File: config.mk
export PLATFORM = sky130hd
export DESIGN_NAME = qspi_rx_ctrl
export DESIGN_NICKNAME = d
export VERILOG_FILES = /design/src/rtl/qspi_rx_ctrl.sv
export SDC_FILE = /design/constraint.sdc
export NUM_CORES = 1
export LEC_CHECK = 0
export ABC_AREA = 0
export BUFFER_PORTS_ARGS = -buffer_cell sky130_fd_sc_hd__buf_4
export CAP_MARGIN = 20
export CORE_MARGIN = 2
export CORE_UTILIZATION = 50
export DETAILED_ROUTE_END_ITERATION = 8
export GPL_ROUTABILITY_DRIVEN = 0
export PLACE_DENSITY = 0.72
export RECOVER_POWER = 100
export SYNTH_ARGS = -nofsm -noshare
export SYNTH_HDL_FRONTEND = slang
export SYNTH_SLANG_ARGS = --single-unit
File: constraint.sdc
create_clock -name clk_i -period 5.11 [get_ports clk_i]
set_input_delay 0.2555 -clock clk_i [delete_from_list [all_inputs] [get_ports clk_i]]
set_output_delay 0.2555 -clock clk_i [all_outputs]
set_load 0.05 [all_outputs]
File: src/rtl/qspi_rx_ctrl.sv
// QSPI receive-side sequencer: runs dummy cycles, counts nibbles per word and
// words per transfer, and stalls SCLK while the consumer has not taken a word.
module qspi_rx_ctrl (
  input  logic       clk_i,
  input  logic       rst_ni,
  input  logic       start_i,
  input  logic [4:0] dummy_i,
  input  logic [3:0] nibbles_i,
  input  logic [7:0] words_i,
  input  logic       msb_first_i,
  input  logic       sample_i,
  input  logic       ready_i,
  input  logic       abort_i,
  output logic       sclk_en_o,
  output logic       shift_valid_o,
  output logic       shift_lsb_o,
  output logic       shift_msb_o,
  output logic       data_valid_o,
  output logic       busy_o,
  output logic       done_o
);

  localparam logic [1:0] S_IDLE  = 2'd0;
  localparam logic [1:0] S_DUMMY = 2'd1;
  localparam logic [1:0] S_SHIFT = 2'd2;
  localparam logic [1:0] S_HOLD  = 2'd3;

  logic [1:0] r_state,     w_state_nxt;
  logic [4:0] r_dummy_cnt, w_dummy_cnt_nxt;
  logic [3:0] r_nib_cnt,   w_nib_cnt_nxt;
  logic [3:0] r_nib_cfg,   w_nib_cfg_nxt;
  logic [7:0] r_word_cnt,  w_word_cnt_nxt;
  logic       r_msb,       w_msb_nxt;
  logic       r_done,      w_done_nxt;
  logic       r_data_valid;

  logic [3:0] w_nib_eff;
  logic [7:0] w_words_eff;

  // Out-of-range nibble counts saturate to a full 32-bit word.
  assign w_nib_eff   = ((nibbles_i == 4'd0) || (nibbles_i > 4'd8)) ? 4'd8 : nibbles_i;
  assign w_words_eff = (words_i == 8'd0) ? 8'd1 : words_i;

  always_comb begin
    w_state_nxt     = r_state;
    w_dummy_cnt_nxt = r_dummy_cnt;
    w_nib_cnt_nxt   = r_nib_cnt;
    w_nib_cfg_nxt   = r_nib_cfg;
    w_word_cnt_nxt  = r_word_cnt;
    w_msb_nxt       = r_msb;
    w_done_nxt      = 1'b0;

    if (r_state == S_IDLE) begin
      if (start_i && !abort_i) begin
        w_dummy_cnt_nxt = dummy_i;
        w_nib_cnt_nxt   = w_nib_eff;
        w_nib_cfg_nxt   = w_nib_eff;
        w_word_cnt_nxt  = w_words_eff;
        w_msb_nxt       = msb_first_i;
        w_state_nxt     = (dummy_i != 5'd0) ? S_DUMMY : S_SHIFT;
      end
    end else if (abort_i) begin
      w_state_nxt     = S_IDLE;
      w_dummy_cnt_nxt = 5'd0;
      w_nib_cnt_nxt   = 4'd0;
      w_nib_cfg_nxt   = 4'd0;
      w_word_cnt_nxt  = 8'd0;
      w_msb_nxt       = 1'b0;
    end else begin
      case (r_state)
        S_DUMMY: begin
          if (sample_i) begin
            w_dummy_cnt_nxt = r_dummy_cnt - 5'd1;
            if (r_dummy_cnt == 5'd1) w_state_nxt = S_SHIFT;
          end
        end
        S_SHIFT: begin
          if (sample_i) begin
            w_nib_cnt_nxt = r_nib_cnt - 4'd1;
            if (r_nib_cnt == 4'd1) w_state_nxt = S_HOLD;
          end
        end
        S_HOLD: begin
          if (ready_i) begin
            w_word_cnt_nxt = r_word_cnt - 8'd1;
            if (r_word_cnt == 8'd1) begin
              w_state_nxt   = S_IDLE;
              w_nib_cfg_nxt = 4'd0;
              w_msb_nxt     = 1'b0;
              w_done_nxt    = 1'b1;
            end else begin
              // Following words go straight back to shifting, no dummy phase.
              w_nib_cnt_nxt = r_nib_cfg;
              w_state_nxt   = S_SHIFT;
            end
          end
        end
        default: w_state_nxt = S_IDLE;
      endcase
    end
  end

  always_ff @(posedge clk_i or negedge rst_ni) begin
    if (!rst_ni) begin
      r_state      <= S_IDLE;
      r_dummy_cnt  <= 5'd0;
      r_nib_cnt    <= 4'd0;
      r_nib_cfg    <= 4'd0;
      r_word_cnt   <= 8'd0;
      r_msb        <= 1'b0;
      r_done       <= 1'b0;
      r_data_valid <= 1'b0;
    end else begin
      r_state      <= w_state_nxt;
      r_dummy_cnt  <= w_dummy_cnt_nxt;
      r_nib_cnt    <= w_nib_cnt_nxt;
      r_nib_cfg    <= w_nib_cfg_nxt;
      r_word_cnt   <= w_word_cnt_nxt;
      r_msb        <= w_msb_nxt;
      r_done       <= w_done_nxt;
      r_data_valid <= (w_state_nxt == S_HOLD);
    end
  end

  assign busy_o        = (r_state != S_IDLE);
  assign sclk_en_o     = (r_state == S_DUMMY) || (r_state == S_SHIFT);
  // An abort in the same cycle suppresses the shift strobe.
  assign shift_valid_o = (r_state == S_SHIFT) && sample_i && !abort_i;
  assign shift_msb_o   = busy_o && r_msb;
  assign shift_lsb_o   = busy_o && !r_msb;
  assign data_valid_o  = r_data_valid;
  assign done_o        = r_done;

endmodule

# Word level (Yosys, flattened, before mapping)
# Cells that the tools add are included.
# op_classes
n_addsub	3
n_lt_le_gt_ge	1
eq_ne	11
n_mux	46
n_reduce_logical	24
# op_table
op	n
2-to-1 mux 4 bit	12
2-to-1 mux 8 bit	6
2-to-1 mux 5 bit	5
2-to-1 mux 2 bit	10
nonzero test 3 bit	5
inequality test 4 bit (second input constant)	3
2-to-1 mux 1 bit	11
equality test 8 x 1 -> 1 bit (second input constant)	1
zero test 8 bit	1
one-hot mux 4 bit (2 select lines)	1
subtractor 8 x 1 -> 8 bit (second input constant)	1
equality test 2 bit (second input constant)	3
one-hot mux 2 bit (3 select lines)	1
AND reduction 3 bit	2
equality test 5 x 1 -> 1 bit (second input constant)	1
logical AND 1 bit	5
AND reduction 5 bit	1
nonzero test 5 bit	1
subtractor 5 x 1 -> 5 bit (second input constant)	1
equality test 4 x 1 -> 1 bit (second input constant)	1
greater-than comparator 4 bit (second input constant)	1
zero test 4 bit	1
AND reduction 4 bit	1
nonzero test 4 bit	1
other kinds (7)	9
# word_totals
regBits	26
input_bits	24
output_inout_bits	7
wordCells	93

# Logic depth before layout (Yosys ltp)
# Gate-level depths: netlist of run 1.
# logic_depth
depth_word	7
depth_mapped	8
mapped_depth_nobuf	6

# Least setup slack after synthesis of run 1
# No wires, ideal clock.
# synth_timing
path_type	register -> output
from	reg r_state[1]
to	out shift_lsb_o
arrival_time_ns	1.696
t_required_ns	4.854
setup_slack_ns	3.158
path_stages_with_launch	6
path_buffers	2
path_cell_list	dfrtp_1 inv_1 ha_1 buf_6 clkbuf_1 nor2_1
# synth_between
elab_chain_cells	2
# synth_rtl
item	line	source
start, declared	28	logic [1:0] r_state, w_state_nxt;
start signal, assigned	114	r_state <= w_state_nxt;
nonzero test 2 bit	125	assign busy_o = (r_state != S_IDLE);
logical AND 1 bit	130	assign shift_lsb_o = busy_o && !r_msb;
end, declared	16	output logic shift_lsb_o,
# Every way passes these cells.

# Final worst setup path of run 1
# layout_timing
from	reg r_state[0]
to	reg r_nib_cfg[2]
# layout_between
elab_chain_cells	3
elab_cells_between_ends	8
classes_between	2 x eq/ne; 1 x mux; 5 x reduce/logical
# layout_rtl
item	line	source
equality test 2 bit or zero test 2 bit (tied branches)	70, 53	
nonzero test 3 bit (no source line) or inequality test 2 x 1 -> 1 bit (tied branches)	-	
AND reduction 4 bit (no source line)	-	
end signal, assigned	117	r_nib_cfg <= w_nib_cfg_nxt;
end, declared	31	logic [3:0] r_nib_cfg, w_nib_cfg_nxt;
# Several ways; a longest one is shown, not always the timed one.
# A chain may end at the register's enable or synchronous reset.

==> results of run 1 <==
==> registers in the layout, summed over array words and instances, names as in the netlist <==
name,count
r_word_cnt,8
r_dummy_cnt,5
r_nib_cfg,4
r_nib_cnt,4
r_state,2
data_valid_o,1
done_o,1
r_msb,1
==> cell families after synthesis <==
family | synth area share, %
AND/OR/NAND/NOR | 20.5
AO/OA/AOI/OAI | 23.6
flip-flops | 36.6
buffers and inverters | 6.33
adder cells (fa/ha/maj) | 7.74
multiplexers | 4.22
XOR/XNOR | 0.985
==> worst min-delay path by stage <==
stage	startpoint	to	slack, ns	depth (start not counted)
finish	dummy_i[3]	r_dummy_cnt[3]	0.13	3
global route	dummy_i[4]	r_dummy_cnt[4]	0.13	3
CTS	dummy_i[4]	r_dummy_cnt[4]	0.12	3
detailed placement	rst_ni	r_dummy_cnt[3]	0.19	1
global placement	rst_ni	r_dummy_cnt[3]	0.18	1
floorplan	rst_ni	data_valid_o	-0.04	0
==> cells in the final DEF, fill, tap and decap left out, types with 4 or more instances in the layout <==
master    synthesis  routed
clkbuf_1          3       8
dfrtp_1          26      26
inv_1            17      17
a21oi_1           8       9
nor3b_1           4       4
ha_1             11      11
o21ai_0          19      19
mux2_2            4       4
buf_4             0      22
nor2_1           17      17
nand2_1          15      15
nor3_1            7       7
nand3_1           6       6
a32oi_1           5       5
==> layer usage <==
layer  vias to the layer above  routed length [microns]
li1                        772                        -
met1                       773                     1980
met2                        54                     2200
met3                         8                      196
met4                         0                       70
met5                         -                        0
==> metrics by stage <==
stage / hold WS (ns) / area (sq um) / utilization [%] / cells
4_1_cts: 0.124 / 2060 / 61.2 / 270
3_5_place_dp: 0.189 / 2010 / 59.8 / 265
2_1_floorplan: -0.0401 / 1780 / - / 197
5_1_grt: 0.130 / 2000 / 59.5 / 270
3_3_place_gp: 0.184 / 2010 / 59.8 / 265
6_report: 0.133 / 2000 / 59.5 / 270
==> worst reg2reg max path, stage by stage (launching register included) <==
cell and delay, ns:
dfrtp_1 0.43, inv_1 0.15, ha_1 0.67, nor2_1 0.38, a22o_1 0.41, a21oi_1 0.47, mux2_2 0.41
==> power groups by stage <==
stage                     registers [mW]  logic [mW]  clock network [mW]
after global routing               0.385       0.614               0.123
after global placement             0.373       0.560                   0
after detailed placement           0.376       0.576                   0
after floorplan                    0.355       0.453                   0
after CTS                          0.372       0.580               0.112
final                              0.375       0.551               0.109
==> final cells by class <==
class                           count  area, sq um
Clock buffer                        4         36.3
Fill cell                         331         1360
Inverter                           17         63.8
Multi-Input combinational cell    146          988
Sequential cell                    26          651
Tap cell                           46         57.6
Timing Repair Buffer               31          205
==> impl_metrics.py, run 1 <==
metrics = {
    "placement": {
        "dp_slack_ns": 2.33,
        "portBuffers": 30,
        "post-dp-hpwl_microns": 3370,
    },
    "pwr": {
        "power_mw": 1.04,
        "p_comb_share_pct": 53.3,
        "p_leak_nw": 0.886,
        "powerDensity_nw_per_um2": 517,
        "p_sw_mw": 0.494,
        "ir_drop_mv": 0.211,
        "internal_power_mw": 0.541,
        "swShare_pct": 47.7,
        "seq_power_share_pct": 36.2,
        "clockPowerShare_pct": 10.5,
    },
    "timing": {
        "setup_viol": 0,
        "max_freq_mhz": 333,
        "slew_headroom_pct": 4.28,
        "finalHoldViolations": 0,
        "setup_ws_ns": 2.11,
        "slew_violations": 0,
        "period_needed_ns": 3.00,
        "fin_crit_sh_pct": 58.7,
        "worst_pin_slew_ns": 1.44,
        "tns_ns": 0,
        "rsz0062_at_grt": "no",
        "fin_skew_ns": 0.00708,
    },
    "yosys": {
        "synth.avg_cell_area_sq_um": 9.03,
        "synth-async-reset-ratio_pct": 100,
        "synth_flop_cell": "dfrtp_1",
        "yosysMostFrequentCell": "dfrtp_1",
        "yosysSeqAreaShare_pct": 36.6,
        "synth_area_leader_cell": "dfrtp_1",
        "yosys-top-cells-count": "26 x dfrtp_1, 19 x o21ai_0, 17 x inv_1, 17 x nor2_1, 15 x nand2_1",
        "synth_enable_flop_cells": 0,
        "ys_seq_elements": 26,
        "syn_nets": 232,
        "synth_cell_types": 50,
        "synth_area_leaders": "dfrtp_1 37%, ha_1 7.7%, o21ai_0 5.3%",
        "yosysWarningCount": 0,
        "netlist_area_sq_um": 1780,
        "syn_inst": 197,
        "synth_top_area_share_pct": 36.6,
    },
    "global_route": {
        "antenna_found_initial": 0,
        "met3_usage_pct": 3.21,
        "grt_max_degree": 27,
        "grt_pass1_vias": 1619,
        "grt_overflow": 0,
        "gr-usage-all-layers_pct": 23.5,
        "grt.met2_usage_pct": 41.7,
        "grt_use_met1_pct": 29.3,
        "gr-max-usage-layer": "met2",
        "grt_pass1_wl_microns": 7570,
    },
    "finish": {
        "drive_gt1_share_pct": 16.1,
        "num_antenna_cells": 0,
        "layout.nets": 260,
        "area_delta_synth_final_pct": 12.6,
    },
    "worst_setup_path": {
        "crit_fanout": 22,
        "worstPathCellList": "inv_1 > ha_1 > nor2_1 > a22o_1 > a21oi_1 > mux2_2",
        "start_kind": "flip-flop",
        "critical_path_arrival_ns": 3.23,
        "cp_top_family": "compound AO/OA/AOI/OAI gates",
        "reg2reg_slack_ns": 2.11,
        "crit_type": "reg2reg",
        "path_buf_inv": 1,
        "crit_end": "r_nib_cfg[2]",
        "reg2reg_to": "r_nib_cfg[2]",
        "critical_path.max_stage_delay_ns": 0.67,
        "startpoint": "r_state[0]",
        "rr_worst_depth": 6,
        "end_kind": "flip-flop",
        "cp_num_cells": 6,
        "cp.required_ns": 5.34,
        "r2r-start": "r_state[0]",
        "critPathSlowestCell": "ha_1",
    },
    "detailed_routing": {
        "firstDrtPassIters": 4,
        "drc": 0,
        "drt-initial-drc-count": 80,
        "num_vias": 1607,
        "final_antenna_net_count": 0,
        "wire_per_inst_microns": 16.5,
        "drt-total-wl_microns": 4450,
        "vias_per_cell": 5.95,
    },
    "floorplan": {
        "core_area_sq_um": 3360,
        "start_util_pct": 52.9,
        "die_h_microns": 63.6,
        "die_area_sq_um": 4050,
        "rows": 21,
        "ios": 31,
        "fp.dieW_microns": 63.6,
    },
    "clocking": {
        "post-cts-setup-buffer-count": 0,
        "postCtsHoldBufs": 1,
        "clock-root-buffer": "clkbuf_4",
        "cts_resized": 0,
        "cts_tree": "yes",
        "cts.clk_slew.worst_paths_ns": 0.15,
        "clockBufferDepth": 2,
        "ctsHtreeMaxLevel": 1,
        "clock-sinks": 26,
        "numCtsBuffers": 3,
        "clk_latency_ns": 0.33,
    },
    "run": {
        "cap_viol_max_count": 0,
    },
    "status": {
        "status": "completed",
    },
    "min_path": {
        "hp-class": "in2reg",
    },
}
(Power assumes the default switching activity.)
==> inputs of run 2 (changes only) <==
==> constraint.sdc (replaced) <==
create_clock -name clk_i -period 3.1 [get_ports clk_i]
set_input_delay 0.155 -clock clk_i [delete_from_list [all_inputs] [get_ports clk_i]]
set_output_delay 0.155 -clock clk_i [all_outputs]
set_load 0.05 [all_outputs]
==> impl_metrics.py, run 2 (synthesized netlist as in run 1, its figures left out) <==
metrics = {
    "floorplan": {
        "core_area_sq_um": 3360,
        "die_h_microns": 63.6,
        "fp.dieW_microns": 63.6,
        "start_util_pct": 52.9,
        "ios": 31,
        "rows": 21,
        "die_area_sq_um": 4050,
    },
    "clocking": {
        "numCtsBuffers": 3,
        "clock-root-buffer": "clkbuf_4",
        "cts.clk_slew.worst_paths_ns": 0.14,
        "cts_tree": "yes",
        "clock-sinks": 26,
        "cts_resized": 0,
        "postCtsHoldBufs": 1,
        "ctsHtreeMaxLevel": 1,
        "clk_latency_ns": 0.32,
        "clockBufferDepth": 2,
        "post-cts-setup-buffer-count": 0,
    },
    "detailed_routing": {
        "vias_per_cell": 6.07,
        "drc": 0,
        "wire_per_inst_microns": 15.8,
        "firstDrtPassIters": 4,
        "drt-initial-drc-count": 117,
        "num_vias": 1650,
        "drt-total-wl_microns": 4310,
        "final_antenna_net_count": 0,
    },
    "finish": {
        "area_delta_synth_final_pct": 13.9,
        "largest_register_ffs": 8,
        "fillers": 322,
        "regMostFlops": "r_word_cnt",
        "layout.nets": 262,
        "num_antenna_cells": 0,
        "top_regs": "r_word_cnt x8, r_dummy_cnt x5",
        "fin_cells": 272,
        "multi_input_area_sq_um": 1000,
        "drive_gt1_share_pct": 16.8,
        "regArea_sq_um": 651,
        "final_cell_mix": "26 x dfrtp_1, 23 x buf_4, 19 x o21ai_0",
        "design_area_sq_um": 2020,
        "final_common_cell": "dfrtp_1",
        "fin_util_pct": 60.2,
    },
    "pwr": {
        "ir_drop_mv": 0.381,
        "powerDensity_nw_per_um2": 847,
        "power_mw": 1.72,
        "p_leak_nw": 0.894,
    },
    "timing": {
        "slew_headroom_pct": 4.31,
        "tns_ns": 0,
        "slew_violations": 0,
        "whs_ns": 0.0348,
        "finalHoldViolations": 0,
        "setup_viol": 0,
        "rsz0062_at_grt": "no",
        "worst_pin_slew_ns": 1.44,
        "setup_ws_ns": 0.623,
        "period_needed_ns": 2.48,
        "max_freq_mhz": 404,
        "fin_skew_ns": 0.00127,
        "fin_crit_sh_pct": 79.9,
    },
    "worst_setup_path": {
        "crit_end": "busy_o",
        "reg2reg_slack_ns": 0.65,
        "reg2reg_to": "r_nib_cfg[2]",
        "crit_fanout": 21,
        "cp.required_ns": 2.94,
        "rr_worst_depth": 6,
        "crit_type": "reg2out",
        "end_kind": "output port",
        "critical_path_arrival_ns": 2.32,
        "r2r-start": "r_state[0]",
        "start_kind": "flip-flop",
        "startpoint": "r_state[0]",
    },
    "global_route": {
        "grt_pass1_wl_microns": 7250,
        "grt_overflow": 0,
        "grt_pass1_vias": 1581,
        "grt_max_degree": 27,
        "antenna_found_initial": 0,
        "gr-usage-all-layers_pct": 22.6,
    },
    "placement": {
        "place_inst": 267,
        "portBuffers": 30,
        "detailed_place.area_sq_um": 2030,
        "post-dp-hpwl_microns": 3270,
        "dp_slack_ns": 1.03,
    },
    "status": {
        "status": "completed",
    },
    "min_path": {
        "hp-class": "in2reg",
    },
    "run": {
        "cap_viol_max_count": 0,
    },
}
run 2: changes by cell type in the layout (fill, tap and decap cells not counted), sizes merged:
cell / before / now
clkbuf: 12 / 13
buf: 22 / 23
run 2: routing by layer:
metal  up-vias  GRT usage, %  wire (microns)
li1        779             -               -
met1       808          29.7            1880
met2        59          39.5            2150
met3         4          2.68             240
met4         0          5.16              40
met5         -             0               0
run 2: critical path: stages, from the launching register on:
cell and delay, ns:
dfrtp_1 0.43, inv_1 0.15, ha_1 0.19, clkbuf_1 0.66, inv_1 0.29, buf_4 0.28
run 2: report_power, final:
group / switching [mW] / internal, mW
Combinational: 0.574 / 0.352
Sequential: 0.134 / 0.480
Clock: 0.103 / 0.0718
run 2: how the worst min path moves through the flow:
| stage | startpoint | end | cells after the start |
|---|---|---|---|
| 6_report | dummy_i[3] | r_dummy_cnt[3] | 3 |
| 5_1_grt | dummy_i[3] | r_dummy_cnt[3] | 3 |
| 4_1_cts | dummy_i[3] | r_dummy_cnt[3] | 3 |
| 3_5_place_dp | rst_ni | r_dummy_cnt[0] | 1 |
| 3_3_place_gp | rst_ni | r_dummy_cnt[1] | 1 |
| 2_1_floorplan | rst_ni | data_valid_o | 0 |
run 2: final cells by class:
type,count,area share [%]
Clock buffer,4,1.79
Inverter,17,3.15
Multi-Input combinational cell,146,49.4
Sequential cell,26,32.1
Tap cell,46,2.84
Timing Repair Buffer,33,10.7
